[src/rtl/uart_tx_param.sv]
// Parameterised UART transmitter with a small transmit FIFO.
// Frame: start, DATA_BITS LSB-first, optional parity, STOP_BITS stop bits; one level per baud_tick.
module uart_tx_param #(
    parameter int DATA_BITS  = 8,
    parameter int PARITY     = 0,
    parameter int STOP_BITS  = 1,
    parameter int FIFO_DEPTH = 4
) (
    input  logic                 clk,
    input  logic                 rst,
    input  logic                 baud_tick,
    input  logic                 wr_en,
    input  logic [DATA_BITS-1:0] data_in,
    output logic                 full,
    output logic                 overflow,
    output logic                 tx,
    output logic                 busy
);

    localparam int PTR_W = (FIFO_DEPTH > 1) ? $clog2(FIFO_DEPTH) : 1;
    localparam int CNT_W = PTR_W + 1;
    localparam logic [CNT_W-1:0] DEPTH_C     = CNT_W'(FIFO_DEPTH);
    localparam logic [3:0]       LAST_BIT_C  = 4'(DATA_BITS - 1);
    localparam logic             STOP_LAST_C = 1'(STOP_BITS - 1);
    localparam logic [1:0]       PARITY_C    = 2'(PARITY);

    typedef enum logic [2:0] {
        ST_IDLE   = 3'd0,
        ST_START  = 3'd1,
        ST_DATA   = 3'd2,
        ST_PARITY = 3'd3,
        ST_STOP   = 3'd4
    } state_t;

    // Even mode sends the XOR of the data bits, odd mode its inverse.
    function automatic logic parity_calc(input logic [DATA_BITS-1:0] word);
        return (^word) ^ (PARITY_C == 2'd2);
    endfunction

    state_t                 state_r;
    logic [DATA_BITS-1:0]   shift_r;
    logic                   parity_r;
    logic [3:0]             bit_cnt_r;
    logic                   stop_cnt_r;
    logic                   tx_r;
    logic                   overflow_r;
    logic [DATA_BITS-1:0]   mem_r [FIFO_DEPTH];
    logic [PTR_W-1:0]       wr_ptr_r;
    logic [PTR_W-1:0]       rd_ptr_r;
    logic [CNT_W-1:0]       count_r;

    logic                   full_s;
    logic                   push_s;
    logic                   pop_s;
    logic                   frame_end_s;
    logic [DATA_BITS-1:0]   head_s;

    assign full_s      = (count_r == DEPTH_C);
    assign push_s      = wr_en && !full_s;
    assign frame_end_s = (state_r == ST_STOP) && (stop_cnt_r == STOP_LAST_C);
    // A pop only happens at a frame boundary, so a full FIFO still rejects a same-clk write.
    assign pop_s       = baud_tick && (count_r != {CNT_W{1'b0}})
                         && ((state_r == ST_IDLE) || frame_end_s);
    assign head_s      = mem_r[rd_ptr_r];

    assign full     = full_s;
    assign busy     = (state_r != ST_IDLE) || (count_r != {CNT_W{1'b0}});
    assign tx       = tx_r;
    assign overflow = overflow_r;

    // FIFO storage write port.
    always_ff @(posedge clk) begin
        if (push_s) begin
            mem_r[wr_ptr_r] <= data_in;
        end
    end

    // FIFO pointers, occupancy and overflow strobe.
    always_ff @(posedge clk or negedge rst) begin
        if (!rst) begin
            wr_ptr_r   <= {PTR_W{1'b0}};
            rd_ptr_r   <= {PTR_W{1'b0}};
            count_r    <= {CNT_W{1'b0}};
            overflow_r <= 1'b0;
        end else begin
            overflow_r <= wr_en && full_s;
            if (push_s) begin
                wr_ptr_r <= wr_ptr_r + {{(PTR_W-1){1'b0}}, 1'b1};
            end
            if (pop_s) begin
                rd_ptr_r <= rd_ptr_r + {{(PTR_W-1){1'b0}}, 1'b1};
            end
            case ({push_s, pop_s})
                2'b10:   count_r <= count_r + {{(CNT_W-1){1'b0}}, 1'b1};
                2'b01:   count_r <= count_r - {{(CNT_W-1){1'b0}}, 1'b1};
                default: count_r <= count_r;
            endcase
        end
    end

    // Frame sequencer; tx always shows the level for the interval just begun.
    always_ff @(posedge clk or negedge rst) begin
        if (!rst) begin
            state_r    <= ST_IDLE;
            shift_r    <= {DATA_BITS{1'b0}};
            parity_r   <= 1'b0;
            bit_cnt_r  <= 4'd0;
            stop_cnt_r <= 1'b0;
            tx_r       <= 1'b1;
        end else if (baud_tick) begin
            case (state_r)
                ST_IDLE: begin
                    if (pop_s) begin
                        shift_r  <= head_s;
                        parity_r <= parity_calc(head_s);
                        tx_r     <= 1'b0;
                        state_r  <= ST_START;
                    end else begin
                        tx_r <= 1'b1;
                    end
                end
                ST_START: begin
                    tx_r      <= shift_r[0];
                    shift_r   <= {1'b0, shift_r[DATA_BITS-1:1]};
                    bit_cnt_r <= 4'd0;
                    state_r   <= ST_DATA;
                end
                ST_DATA: begin
                    if (bit_cnt_r != LAST_BIT_C) begin
                        tx_r      <= shift_r[0];
                        shift_r   <= {1'b0, shift_r[DATA_BITS-1:1]};
                        bit_cnt_r <= bit_cnt_r + 4'd1;
                    end else if (PARITY_C != 2'd0) begin
                        tx_r    <= parity_r;
                        state_r <= ST_PARITY;
                    end else begin
                        tx_r       <= 1'b1;
                        stop_cnt_r <= 1'b0;
                        state_r    <= ST_STOP;
                    end
                end
                ST_PARITY: begin
                    tx_r       <= 1'b1;
                    stop_cnt_r <= 1'b0;
                    state_r    <= ST_STOP;
                end
                ST_STOP: begin
                    if (stop_cnt_r != STOP_LAST_C) begin
                        stop_cnt_r <= stop_cnt_r + 1'b1;
                        tx_r       <= 1'b1;
                    end else if (pop_s) begin
                        shift_r  <= head_s;
                        parity_r <= parity_calc(head_s);
                        tx_r     <= 1'b0;
                        state_r  <= ST_START;
                    end else begin
                        tx_r    <= 1'b1;
                        state_r <= ST_IDLE;
                    end
                end
                default: begin
                    tx_r    <= 1'b1;
                    state_r <= ST_IDLE;
                end
            endcase
        end
    end

endmodule

[config.mk]
export PLATFORM = sky130hd
export DESIGN_NAME = uart_tx_param
export DESIGN_NICKNAME = d
export VERILOG_FILES = /design/src/rtl/uart_tx_param.sv
export SDC_FILE = /design/constraint.sdc
export NUM_CORES = 1
export LEC_CHECK = 0
export CORE_AREA = 8 8 88 90
export CTS_CLUSTER_DIAMETER = 150
export CTS_CLUSTER_SIZE = 24
export DETAILED_ROUTE_END_ITERATION = 7
export DIE_AREA = 0 0 96 98
export MAX_ROUTING_LAYER = met4
export PLACE_DENSITY = 0.69
export SYNTH_ARGS = -nofsm -noshare
export SYNTH_HDL_FRONTEND = slang
export SYNTH_SLANG_ARGS = --single-unit
[constraint.sdc]
create_clock -name clk -period 2 [get_ports clk]
set_input_delay 0.3 -clock clk [delete_from_list [all_inputs] [get_ports clk]]
set_output_delay 0.3 -clock clk [all_outputs]
set_load 0.02 [all_outputs]
# --- Yosys cells after proc, flatten, opt, wreduce, memory -nomap -nowiden ---
# Memory sizes are Yosys's and may differ from the RTL's.
# Index checks and enable logic that the tools add are counted.
classes:
  n_eq_ne: 12
  n_addsub: 6
  bitwise: 1
  muxes: 21
  n_reduce_logical: 19
op_table:
  columns: ["operator", "n"]
  rows:
  - ["$pmux 8 s4", 1]
  - ["$mux 8", 3]
  - ["$pmux 3 s5", 1]
  - ["$mux 3", 3]
  - ["$reduce_bool 3->1", 3]
  - ["$mux 1", 8]
  - ["$ne 2x2->1 const B", 4]
  - ["$pmux 4 s2", 1]
  - ["$reduce_and 4->1", 2]
  - ["$eq 3x2->1 const B", 2]
  - ["$eq 3x3->1 const B", 2]
  - ["$pmux 3 s2", 1]
  - ["$reduce_and 3->1", 2]
  - ["$logic_and 1x1->1", 5]
  - ["$add 2x1->2 const B", 2]
  - ["$add 4x1->4 const B", 1]
  - ["$mux 4", 1]
  - ["$ne 4x3->1 const B", 1]
  - ["$pmux 1 s4", 1]
  - ["$reduce_bool 2->1", 2]
  - ["$reduce_bool 4->1", 1]
  - ["$add 3x1->3 const B", 1]
  - ["$eq 3x1->1 const B", 1]
  - ["$logic_not 3->1", 1]
  - ["other kinds (8)", 9]
totals:
  ff_bits: 25
  ramBits: 32
  n_memories: 1
  inputBits: 12
  out_inout_bits: 4
  wordCells: 69
mem_list:
  columns: ["name", "depth", "width", "read_ports", "rd_clocked_by_memory_dff", "wr", "line", "source"]
  rows:
  - ["mem_r", 4, 8, 1, 0, 1, "47", "logic [DATA_BITS-1:0] mem_r [FIFO_DEPTH];"]

# --- Logic depth before layout (Yosys ltp) ---
# Gate-level depths: netlist (run 1).
depth:
  depth_word: 7
  mapped_depth: 10
  ltp_nobuf: 10

# --- Least setup slack after synthesis (run 1) ---
# No wires, ideal clock.
synth_timing:
  path_kind: "register to register"
  from: "reg count_r[0]"
  to: "reg count_r[2]"
  setup_slack_ns: 0.082
  arrival_time_ns: 1.793
  n_path_buf: 1
  t_required_ns: 1.875
  path_stages_with_launch: 10
  setup_time_ns: 0.125
  synth_period_minus_slack_ns: 1.918
  cell_sequence: "dfrtp_1 or3_1 and3_4 buf_6 ha_1 inv_1 fa_1 xor2_1 nor2_1 xor2_1"
synth_between:
  elab_chain_len: 5
  elab_cells_between_ends: 12
  classes_between: "add/sub: 2; eq/ne: 3; mux: 1; reduce/logical: 6"
synth_lines:
  columns: ["element", "line", "source"]
  rows:
  - ["start: declaration", "50", "logic [CNT_W-1:0] count_r;"]
  - ["start signal: assignment", "83", "count_r <= {CNT_W{1'b0}};"]
  - ["start signal: assignment", "94", "2'b10: count_r <= count_r + {{(CNT_W-1){1'b0}}, 1'b1};"]
  - ["start signal: assignment", "95", "2'b01: count_r <= count_r - {{(CNT_W-1){1'b0}}, 1'b1};"]
  - ["$reduce_bool 3->1 (*)", "62", "assign pop_s = baud_tick && (count_r != {CNT_W{1'b0}})"]
  - ["$logic_and 1x1->1 (*)", "62", null]
  - ["$logic_and 1x1->1 (*)", "63", "&& ((state_r == ST_IDLE) || frame_end_s);"]
  - ["via pop_s", "54", "logic pop_s;"]
  - ["$eq 2x1->1 / $eq 2x2->1 (equally long branches)", "93", "case ({push_s, pop_s})"]
  - ["$pmux 3 s2 / $reduce_bool 2->1 (equally long branches)", null, null]
# Mark *: on every way through the listed nets, which the timed path passes. The rest lies on a longest branch.
# A chain may end at the register's enable or synchronous reset.

# --- Worst setup path after layout (run 1) ---
layout_timing:
  from: "reg count_r[0]"
  to: "reg shift_r[3]"
layout_between:
  elab_chain_len: 6
layout_lines:
  columns: ["element", "line", "source"]
  rows:
  - ["$reduce_bool 3->1 (*)", "62", null]
  - ["$logic_and 1x1->1 (*)", "62", null]
  - ["$logic_and 1x1->1 (*)", "63", null]
  - ["$mux 8 (*)", null, null]
  - ["$mux 8", null, null]
  - ["$pmux 8 s4 (*)", null, null]
  - ["end signal: assignment", "105", "shift_r <= {DATA_BITS{1'b0}};"]
  - ["end signal: assignment", "114", "shift_r <= head_s;"]
  - ["end signal: assignment", "124", "shift_r <= {1'b0, shift_r[DATA_BITS-1:1]};"]
  - ["end: declaration", "41", "logic [DATA_BITS-1:0] shift_r;"]
# Every way passes the cells marked *; elsewhere a longest branch is shown, timed or not. The select of a mux whose other input is x is not followed.

==> results of run 1 <==
==> sequential cells by signal, indices dropped and copies added (netlist names) <==
signal,count
rd_ptr_r,2
wr_ptr_r,2
overflow,1
state_r,3
tx,1
count_r,3
bit_cnt_r,4
mem_r,32
shift_r,8
==> what timing repair did <==
item | in CTS | in global routing
pin swaps | 0 | 2
buffers inserted | 0 | 1
setup endpoints to repair | 2 | 8
gates resized for setup | 2 | 4
hold endpoints to repair | 0 | 0
==> through the flow <==
stage	area, um2	setup TNS, ps	util	hold slack, ps	instances
after floorplan	2490	0	-	4.409	158
after global placement	2823	-10.45	0.4347	495.7	262
after detailed placement	2823	-48.05	0.4347	491.5	262
after CTS	2935	0	0.4520	355.5	270
after global routing	2950	-31.07	0.4543	377.5	271
final	2950	0	0.4543	344.2	271
==> power by group through the flow <==
stage | sequential [mW] | clock, mW | combinational, mW
after global placement | 1.86 | 0 | 1.83
final | 1.84 | 0.744 | 1.86
after CTS | 1.85 | 0.770 | 1.87
after global routing | 1.90 | 0.811 | 2.04
after floorplan | 1.81 | 0 | 1.43
after detailed placement | 1.87 | 0 | 1.87
==> per-layer routing <==
metal	vias to the layer above	track usage	part of all wire
li1	647	-	-
met1	652	0.1149	0.46
met2	14	0.1400	0.50
met3	2	0.02456	0.026
met4	0	0.03195	0.0099
met5	-	-	0
==> logic make-up (layout without fill, tap and decap cells) <==
logic type               count (synthesis)  after routing  share of synthesized area
AND/OR/NAND/NOR                         31             31                    0.07236
flip-flops                              56             56                     0.6276
XOR/XNOR                                 7              7                    0.02462
multiplexers                            24             24                     0.1548
buffers and inverters                   15             48                    0.02915
adder cells (fa/ha/maj)                  7              7                    0.03819
AO/OA/AOI/OAI                           18             18                    0.05327
==> final timing paths <==
| path | from | to | slack, ps | depth (start not counted) |
|---|---|---|---|---|
| setup / recovery | count_r[0] | shift_r[3] | 100 | 5 |
| hold / removal | rst | bit_cnt_r[2] | 340 | 2 |
| setup reg to reg | count_r[0] | shift_r[3] | 100 | 5 |
| hold reg to reg | shift_r[4] | shift_r[4] | 520 | 1 |
| max in group asynchronous | rst | tx | 1370 | 2 |
| min in group clk | shift_r[4] | shift_r[4] | 520 | 1 |
==> synth_stat cells, drive strengths merged (3+ instances only) <==
cell / n / share of area
mux2: 15 / 0.078
a31oi: 3 / 0.0075
mux4: 8 / 0.072
o21ai: 3 / 0.0060
and3: 7 / 0.020
xor2: 3 / 0.011
dfrtp: 23 / 0.23
buf: 3 / 0.011
nand2: 9 / 0.014
nor2: 5 / 0.011
ha: 6 / 0.030
xnor2: 4 / 0.014
edfxtp: 32 / 0.39
inv: 10 / 0.015
==> final cells by class <==
class	count	area share
Clock buffer	5	0.02332
Timing Repair Buffer	30	0.09245
Inverter	10	0.01272
Sequential cell	56	0.5297
Tap cell	80	0.03393
Clock inverter	3	0.01569
Multi-Input combinational cell	87	0.2922
==> out/metrics.yaml, run 1 <==
route:
  drt_iter0_markers: 34
  drc: 0
  routed_wl_um: 3827
  post_drt_wl_per_cell_um: 14.12
  antenna_left: 0
  drtPass1Iterations: 4
  vias: 1315
  avgViaCountPerCell: 4.852
flow_run:
  drv_cap: 0
run_status:
  outcome: "complete, no violations"
sta:
  rsz0062_at_grt: "yes"
  finalCritPeriodShare: 0.9504
  setup_slack_ps: 99.11
  worst_slew_pin_slew_ps: 423.3
  max_freq_mhz: 526.1
  setup_viol: 0
  skew_ps: 9.359
  slew_headroom: 0.7178
  drv_slew: 0
  min_period_ps: 1901
  hold_viol_final: 0
grt:
  grt_max_degree: 25
  grt_pass1_wl_um: 6610
  antenna_found_initial: 0
  grt.total_usage: 0.09215
  grt_pass1_vias: 1359
  grt.overflow.total: 0
synthesis:
  synth_edf_count: 32
  avgSynthCellArea_um2: 15.76
  ys.flop_type: "edfxtp_1"
  syn-cell-area_um2: 2490
  ys_types: 40
  ys_seq_area_frac: 0.6276
  yosys_register_bits: 56
  postSynthNetCount: 177
  postSynthCellCount: 158
  async_flop_share: 0.4286
  yosysWarnings: 0
critical_path:
  arrival_ps: 2090
  path_class: "flip-flop to flip-flop"
  start_kind: "flip-flop"
  cp-end-kind: "flip-flop"
  cpMaxStageDelayCell: "dfrtp_1"
  required_ps: 2190
  path_cells: "or3_1 -> and3_4 -> buf_4 -> a31o_2 -> mux2_4"
  path_buf_inv: 1
  crit_family: "simple AND/OR/NAND/NOR gates"
  slowest_delay_ps: 420
  crit_fanout: 8
floorplan:
  io_pins: 16
  rows: 30
  dieWidth_um: 96
  coreArea_um2: 6494
  die_y_um: 98
  dieArea_um2: 9408
  initial_utilization: 0.3834
power:
  power.density_nw_per_um2: 1507
  intPower_mw: 3.079
  leakagePower_nw: 1.187
  netSwitchingFraction: 0.3074
  p_total_mw: 4.446
  p_clk_frac: 0.167
  ir_drop_uv: 607.5
  combPwrFrac: 0.418
  p_sw_mw: 1.367
  seqPwrFrac: 0.415
clocking:
  holdBufCountCts: 0
  cts_tree: "built"
  path_clk_slew_ps: 100
  cts_buffers: 5
  cts_sinks: 56
  clock_latency_ps: 300
  cts_buffer_depth: 2
  cts_root_buf: "clkbuf_8"
  cts_htree_levels: 2
cells_and_area:
  nNetsFinal: 209
  syn_to_final_growth_pct: 18.49
  num-fill-cells: 581
  n_antenna_cell: 0
  layout_common_cells: "edfxtp_1 (32), dfrtp_1 (23), buf_4 (14)"
  layout_commonest_cell: "edfxtp_1"
  final_layout_size_suffix_gt1_frac: 0.2932
  multi_input_area_um2: 862.1
  seq_area_um2: 1563
placed_design:
  port_buffers: 15
  globalplace.congestion: 0.7814
  place_ws_ps: -48.05
  hpwl_um: 2757
hold_path:
  hold_class: "primary input to asynchronous set/reset pin"
Power figures use the tool's default switching activity.
==> run 2: changes to the inputs <==
--- a/config.mk
+++ b/config.mk
@@ -12,6 +12,7 @@
 export DIE_AREA = 0 0 96 98
 export MAX_ROUTING_LAYER = met4
 export PLACE_DENSITY = 0.69
+export SETUP_SLACK_MARGIN = 0.4
 export SYNTH_ARGS = -nofsm -noshare
 export SYNTH_HDL_FRONTEND = slang
 export SYNTH_SLANG_ARGS = --single-unit
==> run 2 against run 1 <==
  * Sequential share of layout area is 0.84 points lower
  * Global-route usage increased by 0.43 points
  * Largest cell class unchanged
  * Via count rose by 1.7%
  * Worst setup slack gained 64 ps
  * Critical endpoint is now shift_r[0]
  * First-iteration DRC count shrank 12%
  * Core utilization grew 0.81 points
==> out/metrics.yaml, run 2 (same netlist as run 1, synthesis figures left out) <==
run_status:
  outcome: "complete, no violations"
power:
  leakagePower_nw: 1.198
  intPower_mw: 3.077
  p_total_mw: 4.518
  p_clk_frac: 0.144
  power.density_nw_per_um2: 1505
  netSwitchingFraction: 0.3189
  seqPwrFrac: 0.412
  ir_drop_uv: 701.4
  combPwrFrac: 0.444
  p_sw_mw: 1.441
clocking:
  cts_htree_levels: 2
  holdBufCountCts: 0
  cts_sinks: 56
  cts_buffers: 5
  cts_root_buf: "clkbuf_8"
  clock_latency_ps: 310
  path_clk_slew_ps: 100
  cts_tree: "built"
  cts_buffer_depth: 2
sta:
  rsz0062_at_grt: "yes"
  drv_slew: 0
  setup_viol: 0
  finalCritPeriodShare: 0.9183
  hold_viol_final: 0
  worst_slew_pin_slew_ps: 405.4
  slew_headroom: 0.7297
  skew_ps: 8.197
  fin_tns_setup_ps: 0
  max_freq_mhz: 544.5
  min_period_ps: 1837
  setup_slack_ps: 163.3
route:
  m1WireLength_um: 1819
  routed_wl_um: 3980
  post_drt_wl_per_cell_um: 14.53
  top_layer_used: "met4"
  route.met2.wl_um: 1996
  wl_met3_um: 98
  drtPass1Iterations: 4
  antenna_left: 0
  avgViaCountPerCell: 4.883
  drc: 0
  drt_iter0_markers: 30
  vias: 1338
grt:
  grt.total_usage: 0.09644
  grt_max_degree: 25
  grt.overflow.total: 0
  grt_pass1_vias: 1417
  grt_pass1_wl_um: 6851
  antenna_found_initial: 0
cells_and_area:
  n_antenna_cell: 0
  layout_commonest_cell: "edfxtp_1"
  reg_top3: "mem_r x32, shift_r x8, bit_cnt_r x4"
  layout_common_cells: "edfxtp_1 (32), dfrtp_1 (21), buf_4 (13)"
  syn_to_final_growth_pct: 20.60
  fin_util: 0.4624
  largest-register: "mem_r"
  largest_reg_flops: 32
  nNetsFinal: 212
  final_layout_size_suffix_gt1_frac: 0.3711
critical_path:
  path_cells: "or3_1 -> and3_4 -> buf_6 -> a31o_1 -> buf_12 -> mux2_4"
  arrival_ps: 2030
  cpMaxStageDelayCell: "dfrtp_1"
  start_kind: "flip-flop"
  required_ps: 2200
  slowest_delay_ps: 420
  crit_fanout: 8
  crit_family: "simple AND/OR/NAND/NOR gates"
  path_class: "flip-flop to flip-flop"
  path_buf_inv: 2
  cp-end-kind: "flip-flop"
placed_design:
  globalplace.congestion: 0.7292
  hpwl_um: 2741
  place_ws_ps: -47.25
  port_buffers: 15
floorplan:
  die_y_um: 98
  rows: 30
  dieWidth_um: 96
  dieArea_um2: 9408
  coreArea_um2: 6494
  initial_utilization: 0.3834
  io_pins: 16
hold_path:
  hold_class: "primary input to asynchronous set/reset pin"
flow_run:
  drv_cap: 0
[run 2: cell type report]
cell class | instances | area [um2]
fillers | 578 | 3491
well taps | 80 | 100.1
multi-input cells | 87 | 885.9
flip-flops and latches | 56 | 1565
repair buffers | 33 | 316.6
clock buffers | 5 | 68.82
clock inverters | 3 | 28.78
inverters | 10 | 37.54
[run 2: path summary, 6_finish.rpt]
check                           startpoint  slack [ps]  cells past startpoint         end
worst max-delay path            count_r[1]         160                      6  shift_r[0]
worst min-delay path                   rst         350                      2  shift_r[2]
worst max register to register  count_r[1]         160                      6  shift_r[0]
worst min register to register  shift_r[3]         520                      1  shift_r[3]
max in group asynchronous              rst        1360                      2          tx
min in group clk                shift_r[3]         520                      1  shift_r[3]
[run 2: worst register-to-register path: cells and delay by family (launching register included)]
family	cells	cell delay [ps]
and+or+nand+nor	2	540
buffers and inverters	2	270
muxes	1	300
DFF	1	420
AOI/OAI and AO/OA	1	210
[run 2: through the flow]
stage | hold slack (ps) | cells | area, um2
after global routing | 367.4 | 274 | 3003
after CTS | 352.3 | 271 | 2962
after detailed placement | 493.1 | 258 | 2823
after global placement | 492.9 | 258 | 2823
after floorplan | 4.409 | 158 | 2507
final | 346.5 | 274 | 3003
[run 2: routing by layer]
| layer | track usage | up-vias |
|---|---|---|
| met2 | 0.1458 | 17 |
| met3 | 0.02456 | 4 |
| met5 | - | - |
| met1 | 0.1180 | 661 |
| met4 | 0.04260 | 0 |
| li1 | - | 656 |
[run 2: what timing repair did]
action	CTS	global route
pin swaps	7	1
setup buffers	5	3
gates resized for setup	12	13
endpoints found under the hold margin	0	0
gates cloned	0	0
setup endpoints to repair	13	45
[run 2: power by group through the flow]
stage               registers, mW  logic (mW)  clock network (mW)
floorplan                    1.81        1.45                   0
CTS                          1.87        1.95               0.686
global route                 1.91        2.20               0.723
global placement             1.88        1.85                   0
detailed placement           1.89        1.89                   0
finish                       1.86        2.00               0.653
==> run 3: changes to the inputs <==
--- a/config.mk
+++ b/config.mk
@@ -6,6 +6,7 @@
 export NUM_CORES = 1
 export LEC_CHECK = 0
 export CORE_AREA = 8 8 88 90
+export CTS_BUF_LIST = sky130_fd_sc_hd__clkbuf_8 sky130_fd_sc_hd__clkbuf_16
 export CTS_CLUSTER_DIAMETER = 150
 export CTS_CLUSTER_SIZE = 24
 export DETAILED_ROUTE_END_ITERATION = 7
==> results of run 3 <==
Same layout as run 2: the final DEF is identical, and so are final timing and power.
